===== src/rtl/spi_sclk_gen.sv =====
// SPI serial-clock generator: programmable half-period, CPOL/CPHA and burst length,
// with shift/sample strobes for the shifter and a start/busy/done/abort handshake.
module spi_sclk_gen #(
    parameter int   DIV_W      = 8,
    parameter int   CNT_W      = 6,
    parameter logic RESET_CPOL = 1'b0
) (
    input  logic             clk,
    input  logic             rst_n,
    input  logic [DIV_W-1:0] div_i,
    input  logic             cpol_i,
    input  logic             cpha_i,
    input  logic [CNT_W-1:0] nbits_i,
    input  logic             start_i,
    input  logic             abort_i,
    output logic             busy_o,
    output logic             done_o,
    output logic             sclk_o,
    output logic             shift_o,
    output logic             sample_o
);

    typedef enum logic [1:0] {
        IDLE = 2'd0,
        RUN  = 2'd1,
        TAIL = 2'd2
    } state_t;

    state_t           state_r;
    logic [DIV_W-1:0] cnt_r;
    logic [CNT_W:0]   edge_r;
    logic [DIV_W-1:0] div_r;
    logic             cpol_r;
    logic             cpha_r;
    logic [CNT_W-1:0] nbits_r;
    logic             busy_r;
    logic             done_r;
    logic             sclk_r;
    logic             shift_r;
    logic             sample_r;

    logic [CNT_W:0]   edge_nxt_s;
    logic             cnt_zero_s;
    logic             last_edge_s;
    logic             shift_edge_s;
    logic             sample_edge_s;

    // Edge bookkeeping: which strobe the upcoming SCLK edge carries.
    always_comb begin
        edge_nxt_s    = edge_r + {{CNT_W{1'b0}}, 1'b1};
        cnt_zero_s    = (cnt_r == {DIV_W{1'b0}});
        last_edge_s   = (edge_nxt_s == {nbits_r, 1'b0});
        shift_edge_s  = 1'b0;
        sample_edge_s = 1'b0;
        if (cpha_r) begin
            shift_edge_s  = edge_nxt_s[0];
            sample_edge_s = ~edge_nxt_s[0];
        end else begin
            // the last trailing edge has no following bit to launch
            sample_edge_s = edge_nxt_s[0];
            shift_edge_s  = ~edge_nxt_s[0] & ~last_edge_s;
        end
    end

    // Burst FSM with all outputs registered.
    always_ff @(posedge clk or negedge rst_n) begin
        if (!rst_n) begin
            state_r  <= IDLE;
            cnt_r    <= {DIV_W{1'b0}};
            edge_r   <= {(CNT_W+1){1'b0}};
            div_r    <= {DIV_W{1'b0}};
            cpol_r   <= RESET_CPOL;
            cpha_r   <= 1'b0;
            nbits_r  <= {CNT_W{1'b0}};
            busy_r   <= 1'b0;
            done_r   <= 1'b0;
            sclk_r   <= RESET_CPOL;
            shift_r  <= 1'b0;
            sample_r <= 1'b0;
        end else begin
            done_r   <= 1'b0;
            shift_r  <= 1'b0;
            sample_r <= 1'b0;
            case (state_r)
                IDLE: begin
                    if (start_i) begin
                        if (nbits_i != {CNT_W{1'b0}}) begin
                            div_r   <= div_i;
                            cpol_r  <= cpol_i;
                            cpha_r  <= cpha_i;
                            nbits_r <= nbits_i;
                            cnt_r   <= div_i;
                            edge_r  <= {(CNT_W+1){1'b0}};
                            busy_r  <= 1'b1;
                            sclk_r  <= cpol_i;
                            shift_r <= ~cpha_i;
                            state_r <= RUN;
                        end else begin
                            done_r <= 1'b1;
                        end
                    end else begin
                        busy_r <= 1'b0;
                    end
                end
                RUN: begin
                    if (abort_i) begin
                        busy_r  <= 1'b0;
                        sclk_r  <= cpol_r;
                        state_r <= IDLE;
                    end else if (cnt_zero_s) begin
                        cnt_r    <= div_r;
                        sclk_r   <= ~sclk_r;
                        edge_r   <= edge_nxt_s;
                        shift_r  <= shift_edge_s;
                        sample_r <= sample_edge_s;
                        if (last_edge_s) begin
                            state_r <= TAIL;
                        end else begin
                            state_r <= RUN;
                        end
                    end else begin
                        cnt_r <= cnt_r - {{(DIV_W-1){1'b0}}, 1'b1};
                    end
                end
                TAIL: begin
                    if (abort_i) begin
                        busy_r  <= 1'b0;
                        sclk_r  <= cpol_r;
                        state_r <= IDLE;
                    end else if (cnt_zero_s) begin
                        busy_r  <= 1'b0;
                        done_r  <= 1'b1;
                        state_r <= IDLE;
                    end else begin
                        cnt_r <= cnt_r - {{(DIV_W-1){1'b0}}, 1'b1};
                    end
                end
                default: begin
                    busy_r  <= 1'b0;
                    sclk_r  <= cpol_r;
                    state_r <= IDLE;
                end
            endcase
        end
    end

    assign busy_o   = busy_r;
    assign done_o   = done_r;
    assign sclk_o   = sclk_r;
    assign shift_o  = shift_r;
    assign sample_o = sample_r;

endmodule

===== config.mk =====
export PLATFORM = sky130hd
export DESIGN_NAME = spi_sclk_gen
export DESIGN_NICKNAME = d
export VERILOG_FILES = /design/src/rtl/spi_sclk_gen.sv
export SDC_FILE = /design/constraint.sdc
export NUM_CORES = 1
export LEC_CHECK = 0
export CORE_MARGIN = 2
export CORE_UTILIZATION = 55
export DETAILED_ROUTE_END_ITERATION = 10
export PLACE_DENSITY = 0.78
export SYNTH_ARGS = -nofsm -noshare
export SYNTH_HDL_FRONTEND = slang
export SYNTH_SLANG_ARGS = --single-unit

===== constraint.sdc =====
create_clock -name clk -period 2.6 [get_ports clk]
set_clock_uncertainty 0.05 [all_clocks]
set_input_delay 0.65 -clock clk [delete_from_list [all_inputs] [get_ports clk]]
set_output_delay 0.65 -clock clk [all_outputs]
set_load 0.02 [all_outputs]

== Word-level counts from Yosys, hierarchy flattened ==
Cells that the tools add are included.
Word-level totals
  bits in registers: 38
  input bits: 20
  output and inout port bits: 5
  word-level logic and storage cells: 91
Cells by class
  $add $sub $neg: 2
  eq/ne operators: 14
  multiplexer cells: 47
  bitwise operators: 5
  reductions and logical operators: 11
Operators with widths (number)
  2-to-1 mux 8 bit: 6
  2-to-1 mux 7 bit: 4
  one-hot mux 8 bit (3 select lines): 1
  2-to-1 mux 1 bit: 23
  != test 2 bit, second input constant: 8
  2-to-1 mux 2 bit: 7
  one-hot mux 7 bit (2 select lines): 1
  != test 3 bit, second input constant: 3
  zero test 8 bit: 1
  AND reduction 4 bit: 2
  subtractor 8 x 1 -> 8 bit, second input constant: 1
  adder 7 x 1 -> 7 bit, second input constant: 1
  equality test 7 bit: 1
  one-hot mux 1 bit (3 select lines): 2
  one-hot mux 2 bit (3 select lines): 1
  AND reduction 3 bit: 2
  AND reduction 6 bit: 1
  nonzero test 6 bit: 1
  AND reduction 5 bit: 1
  inverter 1 bit: 4
  one-hot mux 1 bit (2 select lines): 2
  nonzero test 3 bit: 1
  equality test 2 x 1 -> 1 bit, second input constant: 1
  equality test 2 bit, second input constant: 1
  other kinds (3): 3

== Depth between registers and ports, before layout ==
  depth in word-level cells: 8
  mapped depth: 8
  depth with buffers taken out: 7

== Worst setup path before layout ==
No wires, ideal clock.
  path type: register to register
  start: reg cnt_r[0]
  end: reg edge_r[5]
  setup time: 0.118 ns
  arrival: 2.019 ns
  data required time: 2.432 ns
  path slack: 0.413 ns
  cell stages (with the launch flop): 9
  buffers on the path: 1
  period minus slack after synthesis: 2.187 ns
  path through: dfrtp_1 inv_1 ha_1 or4b_1 buf_2 nor3_4 o21ai_2 a31o_1 a21o_1
On the way
  cells in the longest elaborated chain, start to end: 3
Ends and longest elaborated chain
  start, declared: RTL line 30  | logic [DIV_W-1:0] cnt_r;
  start signal, assigned: RTL line 69  | cnt_r <= {DIV_W{1'b0}};
  start signal, assigned: RTL line 92  | cnt_r <= div_i;
  start signal, assigned: RTL line 111  | cnt_r <= div_r;
  zero test 8 bit: RTL line 51  | cnt_zero_s = (cnt_r == {DIV_W{1'b0}});
  != test 2 bit (no source line)
  AND reduction 5 bit (no source line)
  end signal, assigned: RTL line 70  | edge_r <= {(CNT_W+1){1'b0}};
  end signal, assigned: RTL line 93  | edge_r <= {(CNT_W+1){1'b0}};
  end signal, assigned: RTL line 113  | edge_r <= edge_nxt_s;
  end, declared: RTL line 31  | logic [CNT_W:0] edge_r;
No other way between the ends.
A chain may end at the register's enable or synchronous reset.

== Worst setup path after layout ==
  start: reg cnt_r[0]
  end: reg cnt_r[3]
On the way
  cells in the longest elaborated chain, start to end: 4
  elaborated cells between the ends (all ways): 9
  those cells by class: add/sub (1); eq/ne (1); mux (5); reduce/logical (2)
Ends and longest elaborated chain
  subtractor 8 x 1 -> 8 bit / zero test 8 bit (equally long branches): RTL line 122, 135, 51
  2-to-1 mux 8 bit (on tied branches): RTL line 130, 110
  2-to-1 mux 8 bit (on tied branches): RTL line 126, 106
  one-hot mux 8 bit (3 select lines): RTL line 84  | case (state_r)
Parallel ways exist; a longest one is shown, timed or not. The select of a mux whose other input is x is not followed.

==> results_dict.tcl <==
set metrics [dict create \
    final_cell_mix "38 x dfrtp_1, 23 x clkdlybuf4s50_1, 22 x o21ai_0" \
    cp_top_family "simple AND/OR/NAND/NOR gates" \
    post_cts_resized 0 \
    hold_buffers 0 \
    fmax_ghz 0.426 \
    vias 1956 \
    cts_made_buffers 5 \
    tightest_slew_ns 0.840 \
    cts_tree "done" \
    gp_congestion 0.916 \
    wl_um 5400 \
    viasPerCell 6.02 \
    start_util 0.567 \
    maxSlewHeadroom 0.440 \
    grt_first_pass_wirelength_um 8960 \
    clock_latency_ns 0.29 \
    die_h_um 67.7 \
    setup_violations 0 \
    seq_area_frac_synth 0.426 \
    n_antenna_cell 0 \
    ys.warnings.count 0 \
    clockRootBuffer "clkbuf_8" \
    synthFlopType "dfrtp_1" \
    ios 25 \
    power_mw 2.81 \
    cts.sinks 38 \
    period_needed_ns 2.35 \
    status "finished, final reports clean" \
    syn_avg_cell_area_um2 9.43 \
    fin_crit_sh 0.903 \
    yosysUniqueCellTypes 45 \
    cap_viol_max_count 0 \
    drc 0 \
    dieArea_um2 4590 \
    grt_pass1_vias 1825 \
    die_w_um 67.7 \
    drt_iter0_drc 165 \
    overflow 0 \
    r2r_end "cnt_r[3]" \
    r2r_start "cnt_r[0]" \
    coreArea_um2 3940 \
    synth_top_area_share 0.426 \
    final_common_cell "dfrtp_1" \
    clk_pin_slew_ns 0.08 \
    critPathMaxStageDelay_ns 0.53 \
    num-fill-cells 319 \
    hold_viol_final 0 \
    hpwlAfterDp_um 3840 \
    synth_area_leaders "dfrtp_1 43%, mux2_2 6.0%, o21ai_0 4.9%" \
    arrival_ns 2.48 \
    crit_buf_inv 3 \
    r2r_setup_slack_ns 0.25 \
    drv_slew 0 \
    crit_type "reg -> reg" \
    synth_area_um2 2230 \
    worstSetupEndpointType "flop" \
    syn_nets 263 \
    fin_setup_tns_ns 0 \
    hp-class "in -> async" \
    wl_per_cell_um 16.6 \
    antenna_found_initial 0 \
    postSynthCellCount 237 \
    fin_nets 300 \
    reg2reg_depth 9 \
    ir_drop_mv 0.539 \
    critPathRequiredTime_ns 2.73 \
    p_leak_nw 1.16 \
    startpoint_type "flop" \
    path_cells "inv_1 > ha_1 > nor4b_1 > buf_4 > nand2_1 > buf_4 > o21ai_0 > o21ai_0 > a22o_1" \
    numPortBuffers 24 \
    grt_max_degree 39 \
    area_delta_synth_final_pct 20.9 \
    grtUsageTotal 0.270 \
    htreeDepth 2 \
    path_max_fanout 6 \
    crit_path_top_delay_cell "nor4b_1" \
    synth-seq-cells 38 \
    drive_above_1_share 0.145 \
    synth_edf_count 0 \
    firstDrtPassIters 4 \
    synth_top_cell_by_area "dfrtp_1" \
    post_cts_buffers 0 \
    row_count 23 \
    grt_setup_unrepaired "no" \
    powerDensity_nw_per_um2 1040 \
    ant_nets 0 \
    cts.path.max_buffers 2 \
    postSynth.asyncResetShare 1.00 \
]
cells in the mapped netlist, types with 3 or more instances:
| cell | count |
|---|---|
| a21o_1 | 3 |
| a21oi_1 | 18 |
| a22o_1 | 4 |
| a31oi_1 | 3 |
| buf_2 | 3 |
| clkbuf_1 | 6 |
| dfrtp_1 | 38 |
| ha_1 | 6 |
| inv_1 | 11 |
| mux2_2 | 12 |
| nand2_1 | 19 |
| nand3_1 | 6 |
| nor2_1 | 18 |
| nor2b_1 | 3 |
| nor3_1 | 9 |
| o21ai_0 | 22 |
| o21bai_1 | 3 |
| o31ai_1 | 8 |
| or3_1 | 4 |
| xnor2_1 | 5 |
| xor2_1 | 6 |
per-layer routing:
metal | GRT usage | vias to the layer above | wire, µm
met2 | 0.393 | 71 | 2430
met5 | 0 | - | 0
met4 | 0.105 | 0 | 84
met3 | 0.0717 | 10 | 325
met1 | 0.381 | 927 | 2560
li1 | - | 948 | -
worst max-delay path by stage:
stage	start	slack, ns	endpoint	cells after the start
2_1_floorplan	cnt_r[0]	0.41	edge_r[5]	8
3_3_place_gp	nbits_i[1]	0.15	edge_r[6]	8
3_5_place_dp	nbits_i[1]	0.08	edge_r[2]	8
4_1_cts	cnt_r[0]	0.33	edge_r[5]	7
5_1_grt	cnt_r[0]	0.12	edge_r[2]	7
6_report	cnt_r[0]	0.25	cnt_r[3]	9
through the flow:
stage          area [µm²]  setup WS (ns)  hold slack (ns)   util  std cells
2_1_floorplan        2230          0.413            0.304      -        237
3_3_place_gp         2610          0.151            0.415  0.661        317
3_5_place_dp         2610         0.0849            0.427  0.661        317
4_1_cts              2700          0.332            0.436  0.685        325
5_1_grt              2700          0.123            0.472  0.685        325
6_report             2700          0.251            0.404  0.685        325
worst register-to-register path: stages, from the launching register on:
cell and delay [ns]:
dfrtp_1 0.39, inv_1 0.07, ha_1 0.25, nor4b_1 0.53, buf_4 0.23, nand2_1 0.06, buf_4 0.19, o21ai_0 0.17
o21ai_0 0.11, a22o_1 0.18
report_power, final:
group / switching (mW) / total (mW) / leakage, nW / internal (mW)
logic: 0.762 / 1.39 / 0.634 / 0.628
clock network: 0.214 / 0.427 / 0.0472 / 0.213
registers: 0.178 / 0.991 / 0.479 / 0.813
registers in the layout, summed over array words and instances (netlist names):
| signal | flops |
|---|---|
| busy_o | 1 |
| cnt_r | 8 |
| cpha_r | 1 |
| cpol_r | 1 |
| div_r | 8 |
| done_o | 1 |
| edge_r | 7 |
| nbits_r | 6 |
| sample_o | 1 |
| sclk_o | 1 |
| shift_o | 1 |
| state_r | 2 |
logic make-up (layout without fill, tap and decap cells):
logic type / count (synthesis) / after routing / share of synthesized area
AO/OA/AOI/OAI: 76 / 76 / 0.225
AND/OR/NAND/NOR: 72 / 72 / 0.162
flip-flops: 38 / 38 / 0.426
buffers and inverters: 20 / 58 / 0.0353
multiplexers: 13 / 13 / 0.0649
XOR/XNOR: 12 / 12 / 0.0532
adder cells (fa/ha/maj): 6 / 6 / 0.0336
cell type report:
type                            count  area, µm²  area share
Timing Repair Buffer               39        348       0.129
Clock buffer                        6       82.6      0.0306
Multi-Input combinational cell    179       1200       0.446
Clock inverter                      2       12.5     0.00463
Sequential cell                    38        951       0.352
Tap cell                           50       62.6      0.0231
Inverter                           11       41.3      0.0153
(Power assumes the default switching activity.)
